[src/rtl/see_campaign_ctrl.sv]
// see_campaign_ctrl
//
// Sequencer for single-event-upset injection campaigns. Walks a one-hot upset
// target across the bits and instances of one selected injection group, with a
// programmable quiet delay before each upset and an observation window after
// it. Inside the window the core's detection flag is sampled and each upset is
// classified as detected or missed.
//
// Ports
//   s_clk_i          clock, rising edge
//   s_reset_i        synchronous active-high reset, overrides everything
//   s_start_i        start a campaign (only from IDLE/DONE, ignored if count == 0)
//   s_stop_i         abort the running campaign
//   s_group_i        target group index, latched at start
//   s_delay_i        quiet cycles before each upset, latched at start
//   s_window_i       observation cycles after each upset, latched at start
//   s_count_i        number of upsets in the campaign, latched at start
//   s_detect_i       core error/correction flag, only looked at in WINDOW
//   s_group_o        one-hot enable of the latched group
//   s_upset_o        per-instance force vectors, at most one bit set overall
//   s_busy_o         campaign in progress (DELAY/INJECT/WINDOW)
//   s_done_o         campaign finished or aborted
//   s_inj_cnt_o      upsets injected (saturating)
//   s_det_cnt_o      upsets detected (saturating)
//   s_miss_cnt_o     upsets missed (saturating)
//
// Every output is driven straight from a register.

module see_campaign_ctrl #(
    parameter int unsigned W      = 32,
    parameter int unsigned N      = 3,
    parameter int unsigned GROUPS = 4,
    parameter int unsigned CNT_W  = 16
) (
    input  logic                       s_clk_i,
    input  logic                       s_reset_i,
    input  logic                       s_start_i,
    input  logic                       s_stop_i,
    input  logic [$clog2(GROUPS)-1:0]  s_group_i,
    input  logic [CNT_W-1:0]           s_delay_i,
    input  logic [CNT_W-1:0]           s_window_i,
    input  logic [CNT_W-1:0]           s_count_i,
    input  logic                       s_detect_i,
    output logic [GROUPS-1:0]          s_group_o,
    output logic [W-1:0]               s_upset_o [N],
    output logic                       s_busy_o,
    output logic                       s_done_o,
    output logic [CNT_W-1:0]           s_inj_cnt_o,
    output logic [CNT_W-1:0]           s_det_cnt_o,
    output logic [CNT_W-1:0]           s_miss_cnt_o
);

    localparam int unsigned IW = (N > 1) ? $clog2(N) : 1;
    localparam int unsigned BW = (W > 1) ? $clog2(W) : 1;

    typedef enum logic [2:0] {
        StIdle,
        StDelay,
        StInject,
        StWindow,
        StDone
    } state_e;

    state_e state_q, state_d;

    // Campaign parameters captured at start.
    logic [CNT_W-1:0]  delay_q, delay_d;
    logic [CNT_W-1:0]  window_q, window_d;
    logic [CNT_W-1:0]  count_q, count_d;

    // Shared down-counter: delay in DELAY, window length in WINDOW.
    logic [CNT_W-1:0]  cnt_q, cnt_d;

    logic [IW-1:0]     inst_q, inst_d;
    logic [BW-1:0]     bit_q, bit_d;
    logic              flag_q, flag_d;

    logic [GROUPS-1:0] group_q, group_d;
    logic [W-1:0]      upset_q [N];
    logic [W-1:0]      upset_d [N];
    logic              busy_q, busy_d;
    logic              done_q, done_d;
    logic [CNT_W-1:0]  inj_q, inj_d;
    logic [CNT_W-1:0]  det_q, det_d;
    logic [CNT_W-1:0]  miss_q, miss_d;

    logic start_ok;
    logic hit;

    function automatic logic [CNT_W-1:0] sat_inc(input logic [CNT_W-1:0] v);
        return (&v) ? v : v + CNT_W'(1);
    endfunction

    // Stop outranks start, so a simultaneous stop suppresses the start.
    assign start_ok = s_start_i && !s_stop_i && (s_count_i != '0);

    // This cycle's detect counts toward the classification made at the window end.
    assign hit = flag_q | s_detect_i;

    // ------------------------------------------------------------------
    // State register
    // ------------------------------------------------------------------
    always_ff @(posedge s_clk_i) begin
        if (s_reset_i) begin
            state_q <= StIdle;
        end else begin
            state_q <= state_d;
        end
    end

    // ------------------------------------------------------------------
    // Next-state logic
    // ------------------------------------------------------------------
    always_comb begin
        state_d = state_q;
        unique case (state_q)
            StIdle, StDone: begin
                if (start_ok) state_d = StDelay;
            end
            StDelay: begin
                if (s_stop_i)            state_d = StDone;
                else if (cnt_q == '0)    state_d = StInject;
            end
            StInject: begin
                state_d = s_stop_i ? StDone : StWindow;
            end
            StWindow: begin
                if (s_stop_i) begin
                    state_d = StDone;
                end else if (cnt_q == '0) begin
                    state_d = (inj_q == count_q) ? StDone : StDelay;
                end
            end
            default: state_d = StIdle;
        endcase
    end

    // ------------------------------------------------------------------
    // Output / datapath next values
    // ------------------------------------------------------------------
    always_comb begin
        delay_d  = delay_q;
        window_d = window_q;
        count_d  = count_q;
        cnt_d    = cnt_q;
        inst_d   = inst_q;
        bit_d    = bit_q;
        flag_d   = flag_q;
        group_d  = group_q;
        inj_d    = inj_q;
        det_d    = det_q;
        miss_d   = miss_q;
        // The upset is a single-cycle pulse; only entry into INJECT raises it.
        for (int i = 0; i < N; i++) upset_d[i] = '0;

        unique case (state_q)
            StIdle, StDone: begin
                if (start_ok) begin
                    delay_d  = s_delay_i;
                    window_d = s_window_i;
                    count_d  = s_count_i;
                    cnt_d    = s_delay_i;
                    group_d  = GROUPS'(1) << s_group_i;
                    inst_d   = '0;
                    bit_d    = '0;
                    flag_d   = 1'b0;
                    inj_d    = '0;
                    det_d    = '0;
                    miss_d   = '0;
                end
            end
            StDelay: begin
                if (!s_stop_i) begin
                    if (cnt_q == '0) upset_d[inst_q][bit_q] = 1'b1;
                    else             cnt_d = cnt_q - CNT_W'(1);
                end
            end
            StInject: begin
                inj_d  = sat_inc(inj_q);
                cnt_d  = window_q;
                flag_d = 1'b0;
                // An aborted injection never gets its window, so it counts as missed.
                if (s_stop_i) miss_d = sat_inc(miss_q);
            end
            StWindow: begin
                flag_d = hit;
                if (s_stop_i || cnt_q == '0) begin
                    if (hit) det_d  = sat_inc(det_q);
                    else     miss_d = sat_inc(miss_q);
                end
                if (!s_stop_i) begin
                    if (cnt_q != '0) begin
                        cnt_d = cnt_q - CNT_W'(1);
                    end else if (inj_q != count_q) begin
                        cnt_d = delay_q;
                        if (bit_q == BW'(W - 1)) begin
                            bit_d  = '0;
                            inst_d = (inst_q == IW'(N - 1)) ? '0 : inst_q + IW'(1);
                        end else begin
                            bit_d = bit_q + BW'(1);
                        end
                    end
                end
            end
            default: ;
        endcase

        busy_d = (state_d == StDelay) || (state_d == StInject) || (state_d == StWindow);
        done_d = (state_d == StDone);
    end

    // ------------------------------------------------------------------
    // Datapath and output registers
    // ------------------------------------------------------------------
    always_ff @(posedge s_clk_i) begin
        if (s_reset_i) begin
            delay_q  <= '0;
            window_q <= '0;
            count_q  <= '0;
            cnt_q    <= '0;
            inst_q   <= '0;
            bit_q    <= '0;
            flag_q   <= 1'b0;
            group_q  <= '0;
            busy_q   <= 1'b0;
            done_q   <= 1'b0;
            inj_q    <= '0;
            det_q    <= '0;
            miss_q   <= '0;
            for (int i = 0; i < N; i++) upset_q[i] <= '0;
        end else begin
            delay_q  <= delay_d;
            window_q <= window_d;
            count_q  <= count_d;
            cnt_q    <= cnt_d;
            inst_q   <= inst_d;
            bit_q    <= bit_d;
            flag_q   <= flag_d;
            group_q  <= group_d;
            busy_q   <= busy_d;
            done_q   <= done_d;
            inj_q    <= inj_d;
            det_q    <= det_d;
            miss_q   <= miss_d;
            for (int i = 0; i < N; i++) upset_q[i] <= upset_d[i];
        end
    end

    assign s_group_o    = group_q;
    assign s_upset_o    = upset_q;
    assign s_busy_o     = busy_q;
    assign s_done_o     = done_q;
    assign s_inj_cnt_o  = inj_q;
    assign s_det_cnt_o  = det_q;
    assign s_miss_cnt_o = miss_q;

endmodule

[config.mk]
export PLATFORM = sky130hd
export DESIGN_NAME = see_campaign_ctrl
export DESIGN_NICKNAME = d
export VERILOG_FILES = /design/src/rtl/see_campaign_ctrl.sv
export SDC_FILE = /design/constraint.sdc
export NUM_CORES = 1
export LEC_CHECK = 0
export ABC_AREA = 1
export BUFFER_PORTS_ARGS = -buffer_cell sky130_fd_sc_hd__buf_4
export CORE_UTILIZATION = 46
export CTS_CLUSTER_DIAMETER = 40
export DETAILED_ROUTE_END_ITERATION = 10
export GPL_TIMING_DRIVEN = 0
export PLACE_DENSITY = 0.79
export SYNTH_ARGS = -nofsm -noshare
export SYNTH_HDL_FRONTEND = slang
export SYNTH_SLANG_ARGS = --single-unit
[constraint.sdc]
create_clock -name s_clk_i -period 2.5 [get_ports s_clk_i]
set_input_delay 0 -clock s_clk_i [delete_from_list [all_inputs] [get_ports s_clk_i]]
set_output_delay 0 -clock s_clk_i [all_outputs]
set_load 0.1 [all_outputs]
# [Word-level counts from Yosys, hierarchy flattened]
# Cells that the tools add are included.
[classes] addsub=6 shift=1 n_bitwise=4 n_eq_ne=26 mul=0 mux=46 n_reduce_logical=29 div_mod_pow=0 magnitude_cmp=4
[op_table] op="$mux W16" n=15
[op_table] op="$demux W32 S2" n=1
[op_table] op="$pmux W16 S2" n=2
[op_table] op="$pmux W16 S4" n=1
[op_table] op="$add A16 B1 Y16 const B" n=3
[op_table] op="$pmux W16 S3" n=1
[op_table] op="$reduce_and A16 Y1" n=3
[op_table] op="$mux W32" n=1
[op_table] op="$reduce_bool A16 Y1" n=2
[op_table] op="$ne A2 B2 Y1 const B" n=13
[op_table] op="$mux W5" n=5
[op_table] op="$mux W3" n=7
[op_table] op="$eq A16 B16 Y1" n=1
[op_table] op="$logic_not A16 Y1" n=1
[op_table] op="$ne A16 B16 Y1" n=1
[op_table] op="$sub A16 B1 Y16 const B" n=1
[op_table] op="$reduce_and A5 Y1" n=3
[op_table] op="$eq A3 B2 Y1 const B" n=4
[op_table] op="$mux W2" n=6
[op_table] op="$pmux W3 S4" n=1
[op_table] op="$reduce_and A6 Y1" n=2
[op_table] op="$pmux W5 S2" n=1
[op_table] op="$eq A3 B1 Y1 const B" n=2
[op_table] op="$eq A3 B3 Y1 const B" n=2
[op_table] op="28 further kinds" n=37
[word_totals] regBits=225 ram_bits=0 memories=0 rom_bits=0 output_inout_bits=150 latch_bits=0 input_bits=55

# [Depth between registers and ports, before layout]
# Gate-level depths: netlist of run 1.
[logic_depth] ltp_word=8 depth_mapped=14

# [Least setup slack after synthesis of run 1]
# OpenSTA, ideal clock, no wires.
[synth_timing] path_kind="flip-flop to flip-flop" startpoint="register miss_q[1] (netlist: s_miss_cnt_o[1])" endpoint="register miss_q[10] (netlist: s_miss_cnt_o[10])" path_stages_with_launch=11 slack_ns=-0.076 arrival_time_ns=2.506 n_path_buf=1 path_cell_list="dfxtp_1 ha_1 nand2_1 nor2_1 nand2_1 o31ai_2 nor2_4 nand2_2 buf_6 nand2_1 a21oi_1"
[synth_between] elab_chain_len=5 word_cells_on_any_way=7
[synth_lines] element="start, declared" line="85" rtl="logic [CNT_W-1:0] miss_q, miss_d;"
[synth_lines] element="start signal, assigned" line="244" rtl="miss_q <= miss_d;"
[synth_lines] element="$add A16 B1 Y16 or $reduce_and A16 Y1 (tied branches)" line="91" rtl="return (&v) ? v : v + CNT_W'(1);"
[synth_lines] element="$mux W16 *" line="91"
[synth_lines] element="$mux W16" line="188" rtl="if (hit) det_d = sat_inc(det_q);"
[synth_lines] element="$mux W16" line="187" rtl="if (s_stop_i || cnt_q == '0) begin"
[synth_lines] element="$pmux W16 S3 *" line="156" rtl="unique case (state_q)"
# Mark *: on every way between the ends. The rest lies on a longest branch, timed or not. The select of a mux whose other input is x is not followed.
# A chain may end at the register's enable or synchronous reset.

# [Worst setup path in the final report of run 1]
[layout_timing] startpoint="register cnt_q[0]" endpoint="register upset_q, in the netlist s_upset_o[89]"
[layout_between] elab_chain_len=3
[layout_lines] element="start, declared" line="72" rtl="logic [CNT_W-1:0] cnt_q, cnt_d;"
[layout_lines] element="start signal, assigned" line="235" rtl="cnt_q <= cnt_d;"
[layout_lines] element="$logic_not A16 Y1" line="174" rtl="if (cnt_q == '0) upset_d[inst_q][bit_q] = 1'b1;"
[layout_lines] element="$not A1 Y1 (no source line)"
[layout_lines] element="$reduce_or A4 Y1 (no source line)"
[layout_lines] element="end, declared" line="79" rtl="logic [W-1:0] upset_q [N];"
# No other way between the ends.

==> flow_results.xml, run 1 <==
<?xml version="1.0" encoding="UTF-8"?>
<metrics>
  <group name="status">
    <metric name="outcome" unit="">complete, no violations</metric>
  </group>
  <group name="min_path">
    <metric name="hold_end" unit="">s_done_o</metric>
    <metric name="hold_path_class" unit="">in -&gt; reg</metric>
    <metric name="hold_path_startpoint" unit="">s_start_i</metric>
    <metric name="hold_depth" unit="">8</metric>
  </group>
  <group name="synthesis">
    <metric name="avgSynthCellArea" unit="um^2">6.952</metric>
    <metric name="synthesis.instances" unit="">1403</metric>
    <metric name="synth_most_common_cell" unit="">nand2_1</metric>
    <metric name="synthTopCellsByArea" unit="">dfxtp_1 46%, nand2_1 15%, nor2_1 11%</metric>
    <metric name="yosys_register_bits" unit="">225</metric>
    <metric name="synth-async-reset-ratio" unit="">0</metric>
    <metric name="count_of_cell_types_in_the_netlist" unit="">39</metric>
    <metric name="dominant_register_cell_in_the_synthesized_netlist" unit="">dfxtp_1</metric>
    <metric name="post_synth_edffs" unit="">0</metric>
    <metric name="postSynthNetCount" unit="">1467</metric>
    <metric name="synth_top_area_share" unit="">0.4618</metric>
    <metric name="yosysTopAreaCell" unit="">dfxtp_1</metric>
    <metric name="synthesis.area" unit="um^2">9753</metric>
    <metric name="yosysWarningCount" unit="">0</metric>
    <metric name="post_synth_most_frequent_cells" unit="">382 x nand2_1, 275 x nor2_1, 225 x dfxtp_1, 107 x a21oi_1, 105 x inv_1</metric>
    <metric name="seq_area_frac_synth" unit="">0.4618</metric>
  </group>
  <group name="global_route">
    <metric name="vias_in_the_first_global_route" unit="">9439</metric>
    <metric name="global_route.usage.total" unit="">0.2688</metric>
    <metric name="grt_overflow_total" unit="">0</metric>
    <metric name="grt_antenna_before_repair" unit="">0</metric>
    <metric name="global_route_wire_length_before_repair" unit="um">47270</metric>
    <metric name="pin_count_of_the_biggest_net_entering_global_routing" unit="">16</metric>
  </group>
  <group name="setup_path">
    <metric name="worst-r2r-setup-slack" unit="ns">0.20</metric>
    <metric name="critPathRequiredTime" unit="ns">2.98</metric>
    <metric name="timing.critical_path.to_type" unit="">register</metric>
    <metric name="path_class" unit="">reg -&gt; reg</metric>
    <metric name="critPathArrivalTime" unit="ns">2.78</metric>
    <metric name="critical_path.reg2reg.endpoint" unit="">s_upset_o[89]</metric>
    <metric name="r2r.worst_path.cells" unit="">10</metric>
    <metric name="critical_path.startpoint_type" unit="">register</metric>
    <metric name="critical_path_peak_fanout" unit="">10</metric>
    <metric name="critical_path.reg2reg.startpoint" unit="">cnt_q[0]</metric>
  </group>
  <group name="timing">
    <metric name="worst_slack" unit="ns">0.1956</metric>
    <metric name="maxClockFrequency" unit="MHz">433.9</metric>
    <metric name="min_period_over_period" unit="">0.9218</metric>
    <metric name="hold_viol_final" unit="">0</metric>
    <metric name="grt_setup_unrepaired" unit="">no</metric>
    <metric name="timing.final.crit_period" unit="ns">2.304</metric>
    <metric name="setup_total_negative_slack" unit="ns">0</metric>
    <metric name="fin_worst_skew" unit="ns">0.02292</metric>
    <metric name="tightestPinTransition" unit="ns">0.6885</metric>
    <metric name="setup_viol" unit="">0</metric>
    <metric name="slew_viol_final" unit="">0</metric>
    <metric name="worst_slew_margin_rel" unit="">0.5410</metric>
  </group>
  <group name="finish">
    <metric name="num-nets-final" unit="">1756</metric>
    <metric name="final_instance_count_without_filler_cells" unit="">1982</metric>
    <metric name="area.growth.synth_to_final" unit="%">34.89</metric>
    <metric name="drive_above_1_share" unit="">0.1770</metric>
    <metric name="num_antenna_cells" unit="">0</metric>
    <metric name="post-route-cell-area" unit="um^2">13160</metric>
  </group>
  <group name="clock_tree">
    <metric name="clk_path_buf_depth" unit="">3</metric>
    <metric name="cts_num_sinks" unit="">225</metric>
    <metric name="clkLatencyLatePin" unit="ns">0.55</metric>
    <metric name="cts_tree" unit="">built</metric>
    <metric name="cts_htree_levels" unit="">1</metric>
    <metric name="cts_root_buffer" unit="">clkbuf_16</metric>
    <metric name="cts_inserted_buffers" unit="">29</metric>
    <metric name="path_clk_slew" unit="ns">0.06</metric>
  </group>
  <group name="placed_design">
    <metric name="gp_congestion" unit="">0.9838</metric>
    <metric name="pre_cts_slack" unit="ns">0.2231</metric>
    <metric name="dp.cells" unit="">1877</metric>
    <metric name="dpl_cell_area" unit="um^2">11630</metric>
    <metric name="detailed_place_hpwl" unit="um">20890</metric>
    <metric name="io_buffer_count" unit="">204</metric>
  </group>
  <group name="route">
    <metric name="detail-route-antenna-nets" unit="">0</metric>
    <metric name="vias_per_cell" unit="">5.167</metric>
    <metric name="drt-pass1-iter-count" unit="">7</metric>
    <metric name="drt_first_iter_violations" unit="">744</metric>
    <metric name="totalWireLength" unit="um">29660</metric>
    <metric name="route.detailed.drc" unit="">0</metric>
    <metric name="routedWlPerCell" unit="um">14.96</metric>
    <metric name="routed-via-count" unit="">10240</metric>
  </group>
  <group name="pwr">
    <metric name="seq_power_share" unit="">0.425</metric>
    <metric name="power_density_relative_to_cell_area" unit="nW/um^2">669.3</metric>
    <metric name="power.combinational.fraction" unit="">0.101</metric>
    <metric name="netSwitchingFraction" unit="">0.2568</metric>
    <metric name="p_leak" unit="nW">5.458</metric>
    <metric name="power.internal" unit="mW">6.545</metric>
    <metric name="power.share.clock" unit="">0.474</metric>
    <metric name="peakVddDrop" unit="V">0.0005466</metric>
    <metric name="p_sw" unit="mW">2.261</metric>
  </group>
  <group name="die">
    <metric name="num_io_pins" unit="">205</metric>
    <metric name="design.die.area" unit="um^2">21790</metric>
    <metric name="standard_cell_core_area" unit="um^2">20490</metric>
    <metric name="initial_utilization" unit="">0.4759</metric>
    <metric name="chipWidth" unit="um">147.6</metric>
    <metric name="die_height" unit="um">147.6</metric>
    <metric name="rows" unit="">52</metric>
  </group>
  <group name="flow_run">
    <metric name="maxCapViolations" unit="">0</metric>
  </group>
</metrics>
## cell usage in the layout, fill, tap and decap left out, types with 13 or more instances in the layout
master         Yosys  final
nand2_1          382    382
nor2_1           275    275
dfxtp_1          225    221
buf_4              3    208
a21oi_1          107    107
inv_1            105    105
nand3_1           77     77
dlygate4sd3_1      0     53
clkbuf_1          38     36
o21ai_0           33     33
xor2_1            32     32
clkbuf_16          0     29
nor3_1            23     23
nand4_1           13     13
## power by group through the flow
stage	Sequential [mW]	Combinational, mW	Clock [mW]
2_1_floorplan	3.86	0.489	0
3_3_place_gp	3.81	0.788	0
3_5_place_dp	3.81	0.799	0
4_1_cts	3.74	0.876	4.22
5_1_grt	3.75	0.988	4.36
6_report	3.74	0.891	4.17
## sequential cells by signal (all words and copies together) (netlist names), 5 cells and up
name and cells:
s_det_cnt_o 16, bit_q 5, cnt_q 16, s_upset_o 96, window_q 16, s_inj_cnt_o 16, delay_q 16, s_miss_cnt_o 16
count_q 16
## worst max path at each step
stage | from | end | depth (start not counted) | slack (ns)
floorplan | s_inj_cnt_o[0] | s_inj_cnt_o[11] | 8 | 0.002
global placement | cnt_q[0] | s_upset_o[15] | 10 | 0.25
detailed placement | cnt_q[0] | s_upset_o[13] | 10 | 0.22
CTS | cnt_q[0] | inst_q[1] | 11 | 0.21
global route | cnt_q[0] | s_upset_o[56] | 10 | 0.0004
finish | cnt_q[0] | s_upset_o[89] | 10 | 0.20
## per-stage QoR
step,total power [mW],util,hold WS [ns]
detailed placement,4.614,0.5673,0.2220
global route,9.100,0.6419,0.1115
finish,8.806,0.6419,0.03764
CTS,8.838,0.6413,0.02021
floorplan,4.347,-,0.1069
global placement,4.600,0.5673,0.2202
## critical path: stages, from the launching register on
cell      delay, ns
dfxtp_1        0.32
inv_1          0.11
ha_1           0.22
nand2_1        0.13
nor2_1         0.11
nand2_1        0.08
nor2_2         0.24
nand4_1        0.21
nand3b_1       0.33
clkbuf_1       0.29
nor2_1         0.19
## metal layers
layer	wire length (um)	part of all wire	GRT usage	up-vias
met5	0	0	0	-
met4	764	0.026	0.07732	0
met3	2335	0.079	0.04290	61
met2	14260	0.48	0.4649	466
met1	12300	0.41	0.3447	4696
li1	-	-	-	5018
## area by class of cell
type	count	area [um^2]
Sequential cell	225	4509
Buffer	55	245.2
Multi-Input combinational cell	1012	4592
Timing Repair Buffer	258	2069
Fill cell	1763	7338
Inverter	111	416.7
Clock inverter	17	211.5
Clock buffer	34	774.5
Tap cell	270	337.8
## repair_timing
| item | 4_1_cts | 5_1_grt |
|---|---|---|
| resized for setup | 0 | 8 |
| endpoints found under the setup margin | 0 | 16 |
| setup buffers | 0 | 1 |
| hold buffers | 53 | 0 |
| endpoints found under the hold margin | 86 | 0 |
## cells by family after synthesis
logic type,Yosys count,share of synthesized area
AND/OR/NAND/NOR,808,0.3405
flip-flops,225,0.4618
buffers and inverters,166,0.06735
AO/OA/AOI/OAI,160,0.08736
XOR/XNOR,35,0.03143
adder cells (fa/ha/maj),9,0.01155
Note: power is estimated with default switching activity, not from simulation.
==> run 2: changes to the inputs <==
Clock period 2.5 ns to 2.93 ns, I/O delays scaled along.
==> flow_results.xml, run 2 (synthesized netlist as in run 1, its figures left out) <==
<?xml version="1.0" encoding="UTF-8"?>
<metrics>
  <group name="status">
    <metric name="outcome" unit="">complete, no violations</metric>
  </group>
  <group name="setup_path">
    <metric name="critPathArrivalTime" unit="ns">3.20</metric>
    <metric name="critPathMaxStageDelay" unit="ns">0.58</metric>
    <metric name="cp.buffers_inverters" unit="">3</metric>
    <metric name="timing.critical_path.to_type" unit="">register</metric>
    <metric name="critical_path_peak_fanout" unit="">10</metric>
    <metric name="critical_path.startpoint_type" unit="">register</metric>
    <metric name="path_class" unit="">reg -&gt; reg</metric>
    <metric name="critPathRequiredTime" unit="ns">3.35</metric>
    <metric name="timing.critical_path.mode_cell" unit="">nand2_1</metric>
    <metric name="crit_path_cell_trace" unit="">nor2_1, nand3_1, clkbuf_1, nand2_1, clkinv_1, nand2_1, o41ai_1, dlygate4sd3_1</metric>
    <metric name="critPathSlowestCell" unit="">dlygate4sd3_1</metric>
    <metric name="cpLargestDelayFamily" unit="">buffers and inverters</metric>
  </group>
  <group name="finish">
    <metric name="largest_register_ffs" unit="">96</metric>
    <metric name="multi_input_comb_area" unit="um^2">4592</metric>
    <metric name="drive_above_1_share" unit="">0.1722</metric>
    <metric name="post-route-cell-area" unit="um^2">13160</metric>
    <metric name="area.growth.synth_to_final" unit="%">34.96</metric>
    <metric name="layout_common_cells" unit="">382 x nand2_1, 275 x nor2_1, 225 x dfxtp_1</metric>
    <metric name="num_antenna_cells" unit="">0</metric>
    <metric name="mostFrequentLayoutCell" unit="">nand2_1</metric>
    <metric name="final_instance_count_without_filler_cells" unit="">1983</metric>
    <metric name="num-nets-final" unit="">1756</metric>
    <metric name="area.sequential" unit="um^2">4504</metric>
    <metric name="filler_cell_count" unit="">1741</metric>
  </group>
  <group name="die">
    <metric name="design.die.area" unit="um^2">21790</metric>
    <metric name="standard_cell_core_area" unit="um^2">20490</metric>
    <metric name="rows" unit="">52</metric>
    <metric name="die_height" unit="um">147.6</metric>
    <metric name="initial_utilization" unit="">0.4759</metric>
    <metric name="chipWidth" unit="um">147.6</metric>
    <metric name="num_io_pins" unit="">205</metric>
  </group>
  <group name="timing">
    <metric name="worst_slew_margin_rel" unit="">0.5255</metric>
    <metric name="min_period_over_period" unit="">0.9497</metric>
    <metric name="maxClockFrequency" unit="MHz">359.4</metric>
    <metric name="hold_viol_final" unit="">0</metric>
    <metric name="setup_total_negative_slack" unit="ns">0</metric>
    <metric name="slew_viol_final" unit="">0</metric>
    <metric name="grt_setup_unrepaired" unit="">no</metric>
    <metric name="hold_ws" unit="ns">0.04888</metric>
    <metric name="tightestPinTransition" unit="ns">0.7118</metric>
    <metric name="timing.final.crit_period" unit="ns">2.783</metric>
    <metric name="worst_slack" unit="ns">0.1473</metric>
    <metric name="fin_worst_skew" unit="ns">0.01387</metric>
    <metric name="setup_viol" unit="">0</metric>
  </group>
  <group name="clock_tree">
    <metric name="path_clk_slew" unit="ns">0.06</metric>
    <metric name="post-cts-setup-buffer-count" unit="">0</metric>
    <metric name="cts_tree" unit="">built</metric>
    <metric name="ctsResizeCount" unit="">0</metric>
    <metric name="cts_htree_levels" unit="">1</metric>
    <metric name="cts_num_sinks" unit="">225</metric>
    <metric name="clk_path_buf_depth" unit="">3</metric>
    <metric name="clkLatencyLatePin" unit="ns">0.54</metric>
    <metric name="postCtsHoldBufs" unit="">54</metric>
    <metric name="cts_inserted_buffers" unit="">29</metric>
    <metric name="cts_root_buffer" unit="">clkbuf_16</metric>
  </group>
  <group name="route">
    <metric name="drt_first_iter_violations" unit="">762</metric>
    <metric name="drt-pass1-iter-count" unit="">5</metric>
    <metric name="routedWlPerCell" unit="um">14.80</metric>
    <metric name="routed-via-count" unit="">10050</metric>
    <metric name="vias_per_cell" unit="">5.067</metric>
    <metric name="totalWireLength" unit="um">29340</metric>
    <metric name="route.detailed.drc" unit="">0</metric>
    <metric name="detail-route-antenna-nets" unit="">0</metric>
  </group>
  <group name="pwr">
    <metric name="power.internal" unit="mW">5.554</metric>
    <metric name="netSwitchingFraction" unit="">0.2632</metric>
    <metric name="power.combinational.fraction" unit="">0.101</metric>
    <metric name="seq_power_share" unit="">0.423</metric>
    <metric name="peakVddDrop" unit="V">0.0003758</metric>
    <metric name="power_density_relative_to_cell_area" unit="nW/um^2">572.8</metric>
    <metric name="p_leak" unit="nW">5.438</metric>
    <metric name="p_sw" unit="mW">1.984</metric>
    <metric name="power.share.clock" unit="">0.476</metric>
  </group>
  <group name="placed_design">
    <metric name="dp.cells" unit="">1877</metric>
    <metric name="gp_congestion" unit="">0.9731</metric>
    <metric name="detailed_place_hpwl" unit="um">20810</metric>
    <metric name="dpl_cell_area" unit="um^2">11620</metric>
    <metric name="pre_cts_slack" unit="ns">0.6595</metric>
    <metric name="io_buffer_count" unit="">204</metric>
  </group>
  <group name="flow_run">
    <metric name="maxCapViolations" unit="">0</metric>
  </group>
  <group name="global_route">
    <metric name="grt_antenna_before_repair" unit="">0</metric>
    <metric name="grt_overflow_total" unit="">0</metric>
    <metric name="global_route.usage.total" unit="">0.2657</metric>
    <metric name="vias_in_the_first_global_route" unit="">9344</metric>
    <metric name="global_route_wire_length_before_repair" unit="um">46630</metric>
    <metric name="pin_count_of_the_biggest_net_entering_global_routing" unit="">16</metric>
  </group>
  <group name="min_path">
    <metric name="hold_path_class" unit="">in -&gt; reg</metric>
  </group>
</metrics>
[run 2: cell count changes in the layout (fill, tap and decap cells not counted), sizes merged]
cell and delta:
clkbuf -2, clkinvlp +2, buf -1, clkinv +1, dlygate4sd3 +1
[run 2: path summary, 6_finish.rpt]
check / start / end / slack [ns] / cells after the start
setup / recovery: state_q[0] / s_group_o[1] / 0.15 / 8
hold / removal: s_start_i / state_q[2] / 0.05 / 8
setup reg to reg: state_q[0] / s_group_o[1] / 0.15 / 8
hold reg to reg: s_group_o[0] / s_group_o[0] / 0.46 / 2
[run 2: through the flow]
| stage | power, mW | utilization |
|---|---|---|
| after CTS | 7.554 | 0.6422 |
| after floorplan | 3.708 | - |
| after detailed placement | 3.936 | 0.5671 |
| final | 7.539 | 0.6422 |
| after global placement | 3.925 | 0.5671 |
| after global routing | 7.802 | 0.6422 |
[run 2: worst register-to-register path: cells and delay by family (launching register included)]
family                 cells  cell delay [ns]
buffers and inverters      3             1.21
DFF                        1             0.36
and+or+nand+nor            4             1.02
AOI/OAI and AO/OA          1             0.07
[run 2: layer usage]
metal  up-vias  wire length, um  GRT usage
met4         0              621    0.07990
met3        45             2184    0.03611
met2       409            14050     0.4599
met1      4582            12480     0.3431
li1       5011                -          -
met5         -                0          0
[run 2: power by group through the flow]
stage               combinational (mW)  sequential [mW]  clock (mW)
detailed placement               0.684             3.25           0
global placement                 0.673             3.25           0
CTS                              0.747             3.19        3.62
global route                     0.837             3.20        3.77
finish                           0.759             3.19        3.59
floorplan                        0.417             3.29           0
[run 2: layout make-up]
type                            instances  share of cell area
Buffer                                 55             0.01825
Clock buffer                           32             0.05675
Clock inverter                         20             0.01920
Inverter                              111             0.03165
Multi-Input combinational cell       1012              0.3489
Sequential cell                       225              0.3422
Tap cell                              270             0.02567
Timing Repair Buffer                  258              0.1574
